[config.mk]
export PLATFORM = sky130hd
export DESIGN_NAME = cpu_divide
export DESIGN_NICKNAME = d
export VERILOG_FILES = /design/src/rtl/cpu_divide_pkg.sv /design/src/rtl/cpu_divide.sv
export SDC_FILE = /design/constraint.sdc
export NUM_CORES = 1
export LEC_CHECK = 0
export ABC_AREA = 1
export CAP_MARGIN = 15
export CORE_UTILIZATION = 50
export CTS_BUF_LIST = sky130_fd_sc_hd__clkbuf_4 sky130_fd_sc_hd__clkbuf_8
export DETAILED_ROUTE_END_ITERATION = 7
export HOLD_SLACK_MARGIN = 0.1
export PLACE_DENSITY = 0.66
export REMOVE_ABC_BUFFERS = 1
export SYNTH_ARGS = -nofsm -noshare
export SYNTH_HDL_FRONTEND = slang
export SYNTH_SLANG_ARGS = --single-unit
[constraint.sdc]
create_clock -name i_clock -period 3.7 [get_ports i_clock]
set_clock_uncertainty 0.2 [all_clocks]
set_input_delay 0.925 -clock i_clock [delete_from_list [all_inputs] [get_ports i_clock]]
set_output_delay 0.925 -clock i_clock [all_outputs]
set_load 0.02 [all_outputs]
[src/rtl/cpu_divide_pkg.sv]
// Shared definitions for the CPU divide unit.
//   div_state_t : divider sequencing states
//   INT_MIN     : most negative 32-bit integer, dividend of the signed overflow case
//   NEG_ONE     : all-ones word, divide-by-zero quotient and overflow divisor
//   mag()       : two's-complement magnitude of an operand when treated as signed
package cpu_divide_pkg;

    typedef enum logic [1:0] {
        IDLE    = 2'd0,
        ITERATE = 2'd1,
        FIXUP   = 2'd2
    } div_state_t;

    localparam logic [31:0] INT_MIN = 32'h8000_0000;
    localparam logic [31:0] NEG_ONE = 32'hFFFF_FFFF;

    // |-2^31| is 0x80000000, which still fits a 32-bit unsigned magnitude.
    function automatic logic [31:0] mag(input logic [31:0] v, input logic is_signed);
        return (is_signed && v[31]) ? (~v + 32'd1) : v;
    endfunction

endpackage

[src/rtl/cpu_divide.sv]
// Iterative 32-bit divider for RV32M DIV/DIVU/REM/REMU.
// Restoring division on magnitudes, one quotient bit per cycle, followed by a
// single fix-up cycle for signs and the RISC-V special cases. Fixed latency of
// 33 edges from the edge that samples the start to the edge that registers
// the results.
//   i_clock       : clock
//   i_reset       : synchronous active-high reset
//   i_latch       : start request, rising edge only, ignored unless idle
//   i_signed      : 1 = DIV/REM, 0 = DIVU/REMU, sampled at start
//   i_numerator   : dividend, sampled at start
//   i_denominator : divisor, sampled at start
//   o_ready       : one-cycle pulse when results are registered
//   o_quotient    : quotient, held until next completion
//   o_remainder   : remainder, held until next completion
//
// state   | meaning
// --------+-------------------------------------------------------------
// IDLE    | waiting for a rising edge on i_latch
// ITERATE | 32 restoring steps, counter counts 31 down to 0
// FIXUP   | special cases / sign correction, register outputs, pulse ready
module cpu_divide
    import cpu_divide_pkg::*;
(
    input  logic        i_clock,
    input  logic        i_reset,
    input  logic        i_latch,
    input  logic        i_signed,
    input  logic [31:0] i_numerator,
    input  logic [31:0] i_denominator,
    output logic        o_ready,
    output logic [31:0] o_quotient,
    output logic [31:0] o_remainder
);

    div_state_t  state_q;
    div_state_t  state_d;
    logic        latch_q;
    logic        start;
    logic [4:0]  cnt_q;

    logic [31:0] dvd_q;     // dividend magnitude, MSB consumed each step
    logic [31:0] dvs_q;     // divisor magnitude
    logic [31:0] rem_q;     // partial remainder
    logic [31:0] quo_q;     // quotient bits accumulated LSB-first
    logic [31:0] raw_n_q;
    logic [31:0] raw_d_q;
    logic        sgn_q;
    logic        neg_q_q;
    logic        neg_r_q;

    logic [32:0] step_sh;
    logic [32:0] step_diff;
    logic        step_bit;
    logic [31:0] step_rem;

    logic [31:0] fix_quo;
    logic [31:0] fix_rem;

    // ---------------- FSM ----------------
    always_ff @(posedge i_clock) begin
        if (i_reset) begin
            state_q <= IDLE;
            latch_q <= 1'b0;
        end else begin
            state_q <= state_d;
            latch_q <= i_latch;
        end
    end

    always_comb begin
        state_d = state_q;
        start   = 1'b0;
        case (state_q)
            IDLE: begin
                if (i_latch && !latch_q) begin
                    start   = 1'b1;
                    state_d = ITERATE;
                end
            end
            ITERATE: begin
                if (cnt_q == 5'd0) begin
                    state_d = FIXUP;
                end
            end
            FIXUP: begin
                state_d = IDLE;
            end
            default: begin
                state_d = IDLE;
            end
        endcase
    end

    // ---------------- restoring step ----------------
    // The partial remainder is always below the divisor, so the shifted value
    // fits in 33 bits and a 33-bit subtract gives the sign of the trial.
    always_comb begin
        step_sh   = {rem_q, dvd_q[31]};
        step_diff = step_sh - {1'b0, dvs_q};
        step_bit  = ~step_diff[32];
        step_rem  = step_bit ? step_diff[31:0] : step_sh[31:0];
    end

    // ---------------- result selection ----------------
    always_comb begin
        fix_quo = neg_q_q ? (~quo_q + 32'd1) : quo_q;
        fix_rem = neg_r_q ? (~rem_q + 32'd1) : rem_q;
        if (raw_d_q == 32'd0) begin
            fix_quo = NEG_ONE;
            fix_rem = raw_n_q;
        end else if (sgn_q && raw_n_q == INT_MIN && raw_d_q == NEG_ONE) begin
            fix_quo = INT_MIN;
            fix_rem = 32'd0;
        end
    end

    // ---------------- datapath ----------------
    always_ff @(posedge i_clock) begin
        if (i_reset) begin
            cnt_q       <= 5'd0;
            dvd_q       <= 32'd0;
            dvs_q       <= 32'd0;
            rem_q       <= 32'd0;
            quo_q       <= 32'd0;
            raw_n_q     <= 32'd0;
            raw_d_q     <= 32'd0;
            sgn_q       <= 1'b0;
            neg_q_q     <= 1'b0;
            neg_r_q     <= 1'b0;
            o_ready     <= 1'b0;
            o_quotient  <= 32'd0;
            o_remainder <= 32'd0;
        end else begin
            o_ready <= 1'b0;
            case (state_q)
                IDLE: begin
                    if (start) begin
                        neg_q_q <= i_signed & (i_numerator[31] ^ i_denominator[31]);
                        neg_r_q <= i_signed & i_numerator[31];
                        dvd_q   <= mag(i_numerator, i_signed);
                        dvs_q   <= mag(i_denominator, i_signed);
                        raw_n_q <= i_numerator;
                        raw_d_q <= i_denominator;
                        sgn_q   <= i_signed;
                        rem_q   <= 32'd0;
                        quo_q   <= 32'd0;
                        cnt_q   <= 5'd31;
                    end
                end
                ITERATE: begin
                    rem_q <= step_rem;
                    dvd_q <= {dvd_q[30:0], 1'b0};
                    quo_q <= {quo_q[30:0], step_bit};
                    cnt_q <= cnt_q - 5'd1;
                end
                FIXUP: begin
                    o_quotient  <= fix_quo;
                    o_remainder <= fix_rem;
                    o_ready     <= 1'b1;
                end
                default: begin
                end
            endcase
        end
    end

endmodule

==> flow_summary.yaml <==
setup_path:
  critPathLaunchType: "flip-flop"
  worstPathRequired_ns: 4.06
  critPathKind: "reg2reg"
  r2r.worst_path.cells: 12
  worst_setup_path_end_kind: "flip-flop"
  arrival_ns: 3.38
  cp_max_fo: 29
routing:
  post-route-drc-count: 0
  detailroute.wirelength.met2_um: 24100
  route.vias.total: 17300
  met1_length_um: 23600
  met3WireLength_um: 2990
  drt.antenna.violating_nets: 0
  dr_wl_cell_um: 16.5
  drt_first_pass_iters: 5
  wirelength_um: 52300
  via_per_inst: 5.49
  route.top_layer_used: "met4"
  detail_route.iter0.violations: 1311
final_layout:
  fill_cells: 3266
  seq_area_um2: 5350
  layout-area-overhead-vs-synth_pct: 16.4
  layout.cell_area.non_filler_um2: 19200
  drive_above_1_share_pct: 7.57
  multi_input_area_um2: 9240
  nNetsFinal: 2788
  antenna-diode-count: 0
sta:
  post-route-period-util_pct: 81.5
  setup_ws_ns: 0.685
  final_period_minus_worst_setup_slack_ns: 3.02
  relative_slew_slack_pct: 38.8
  fin_setup_tns_ns: 0
  worst_pin_slew_ns: 0.919
  setup_repair_after_global_routing_missed_its_margin: "no"
  setup_viol: 0
  report.final.hold_viol_count: 0
  fmax_mhz: 332
  finalMaxSlewViolations: 0
die:
  die_area_um2: 33800
  die_height_um: 184
  io_pins: 133
  floorplan.initialDensity_pct: 50.8
  std_cell_rows: 66
  floorplan.die.width_um: 184
  core_area_um2: 32500
global_routing:
  grt_overflow_total: 0
  grt_pass1_wl_um: 83300
  grt_max_degree: 109
  antenna_found_initial: 0
  global_route_usage_sum_pct: 30.9
  first_global_vias: 16200
synth:
  synth-seq-area-share_pct: 32.3
  synth.yosys.warnings: 0
  synth_top_cell_area_share_pct: 32.3
  ys_types: 55
  syn-mean-instance-area_um2: 6.41
  async_reset_ff_share_pct: 0
  yosysTopAreaCell: "sky130_fd_sc_hd__dfxtp_1"
  netlist_instances: 2578
  synth-edff-count: 0
  mappedNetlistArea_um2: 16500
  post_synth_main_area_contributors: "sky130_fd_sc_hd__dfxtp_1 (32%), sky130_fd_sc_hd__nand2_1 (14%), sky130_fd_sc_hd__inv_1 (8.4%)"
  ys_ff_latch: 267
  synthFlopType: "sky130_fd_sc_hd__dfxtp_1"
power:
  cellInternalPower_mw: 6.80
  power.share.sequential_pct: 27.7
  pwr_per_cell_area_nw_per_um2: 632
  total_switching_power_mw: 5.36
  pwr-share-clk_pct: 25.7
  p_comb_share_pct: 46.7
  sw_frac_of_total_pct: 44.1
  highest_ir_drop_seen_on_vdd_mv: 0.409
  p_leak_nw: 8.94
worst_hold_path:
  hold_path_class: "reg2reg"
  min_path_cells: 2
flow_run:
  drv.max_cap_violation_count: 0
place:
  detailed_place_hpwl_um: 39000
  place_congestion: 0.961
  post_dp_cell_area_um2: 18100
  input_output_buffers: 132
  placement_setup_slack_ns: 0.336
cts:
  cts.hold.buffers_added: 0
  cts_setup_buffers: 0
  cts_clock_pin_slew_for_the_worst_setup_and_hold_paths_ns: 0.06
  clock_latency_ns: 0.63
  tritoncts_clock_tree: "yes"
  cts_sinks: 267
  htreeDepth: 2
  cts_inserted_buffers: 51
  clock_tree.buffer_depth: 3
  post_cts_resize_count: 0
  clk_root_buffer_cell: "sky130_fd_sc_hd__clkbuf_8"
run_status:
  outcome: "complete, no violations"
[worst paths after layout]
| path | slack, ns | end | startpoint |
|---|---|---|---|
| max | 0.68 | rem_q[28]$_SDFFE_PP0P_ | rem_q[21]$_SDFFE_PP0P_ |
| min reg2reg | 0.27 | raw_d_q[10]$_SDFFE_PP0P_ | raw_d_q[10]$_SDFFE_PP0P_ |
| max reg2reg | 0.68 | rem_q[28]$_SDFFE_PP0P_ | rem_q[21]$_SDFFE_PP0P_ |
| min | 0.27 | raw_d_q[10]$_SDFFE_PP0P_ | raw_d_q[10]$_SDFFE_PP0P_ |
[sequential cells by signal, indices dropped and copies added, names as in the netlist, 31 cells and up]
signal and count:
quo_q 32, rem_q 32, dvs_q 32, o_quotient 32, dvd_q 32, raw_n_q 32, o_remainder 32, raw_d_q 31
[logic make-up (layout without fill, tap and decap cells)]
group,Yosys count,in the layout,synth area share [%]
flip-flops,267,267,32.3
AO/OA/AOI/OAI,465,465,16.2
buffers and inverters,494,636,11.8
AND/OR/NAND/NOR,1264,1264,34.1
XOR/XNOR,49,49,2.60
adder cells (fa/ha/maj),39,39,3.00
[power groups by stage]
stage	combinational, mW	clock, mW	sequential, mW
floorplan	4.00	0	3.36
global placement	5.55	0	3.41
detailed placement	5.59	0	3.41
CTS	5.61	3.19	3.36
global route	6.32	3.32	3.38
finish	5.67	3.12	3.36
[Yosys cell counts (all sizes together) (2+ instances only)]
library cell / n
nand2: 618
dfxtp: 267
inv: 380
o31ai: 3
xnor2: 19
nor4: 10
and2: 5
a32o: 2
nand3b: 14
o22ai: 36
o2111ai: 3
o211ai: 10
nand3: 253
nand4: 45
o221ai: 4
a221oi: 2
o21ai: 164
nor2: 257
o32ai: 15
ha: 38
a31oi: 16
clkinv: 4
or2: 9
nor3: 52
clkbuf: 76
a41oi: 2
a211oi: 34
o21bai: 5
xor2: 30
a21oi: 166
buf: 34
[metrics by stage]
step | instances | utilization, % | hold slack, ns | power [mW]
floorplan | 2468 | - | 0.238 | 7.37
global placement | 3069 | 55.7 | 0.251 | 8.96
detailed placement | 3070 | 55.8 | 0.264 | 9.00
CTS | 3162 | 59.1 | 0.273 | 12.2
global route | 3162 | 59.1 | 0.294 | 13.0
finish | 3162 | 59.1 | 0.272 | 12.2
[layout by cell type, fill, tap and decap left out, drive strengths merged, types with 16 or more instances in the layout]
cell type,n
nor3,52
inv,379
nor2,257
buf,29
a21oi,166
dfxtp,267
xor2,30
o22ai,36
clkdlybuf4s50,131
a211oi,34
ha,38
nand3,253
xnor2,19
a31oi,16
clkbuf,85
o21ai,164
nand4,45
nand2,618
[area by class of cell]
cell class | instances | area share [%]
clock buffers | 85 | 5.20
clock inverters | 7 | 0.481
repair buffers | 160 | 8.12
multi-input cells | 1817 | 48.0
well taps | 442 | 2.87
flip-flops and latches | 267 | 27.8
inverters | 384 | 7.50
[metal layers]
layer / up-vias / global-route usage, %
met2: 563 / 51.3
li1: 8658 / -
met5: - / 0
met4: 0 / 11.9
met3: 114 / 4.64
met1: 8014 / 40.2
[worst max-delay path, cell delays in order (launching register included)]
cell	delay, ns
sky130_fd_sc_hd__dfxtp_1	0.53
sky130_fd_sc_hd__ha_1	0.38
sky130_fd_sc_hd__nand2_2	0.14
sky130_fd_sc_hd__inv_1	0.06
sky130_fd_sc_hd__a21oi_2	0.17
sky130_fd_sc_hd__nand2_1	0.13
sky130_fd_sc_hd__a21oi_4	0.24
sky130_fd_sc_hd__nand2_4	0.08
sky130_fd_sc_hd__nand2_4	0.35
sky130_fd_sc_hd__nand2_4	0.30
sky130_fd_sc_hd__nand2_1	0.19
sky130_fd_sc_hd__nand3_1	0.09
sky130_fd_sc_hd__nand2_1	0.07
Power figures use the tool's default switching activity.
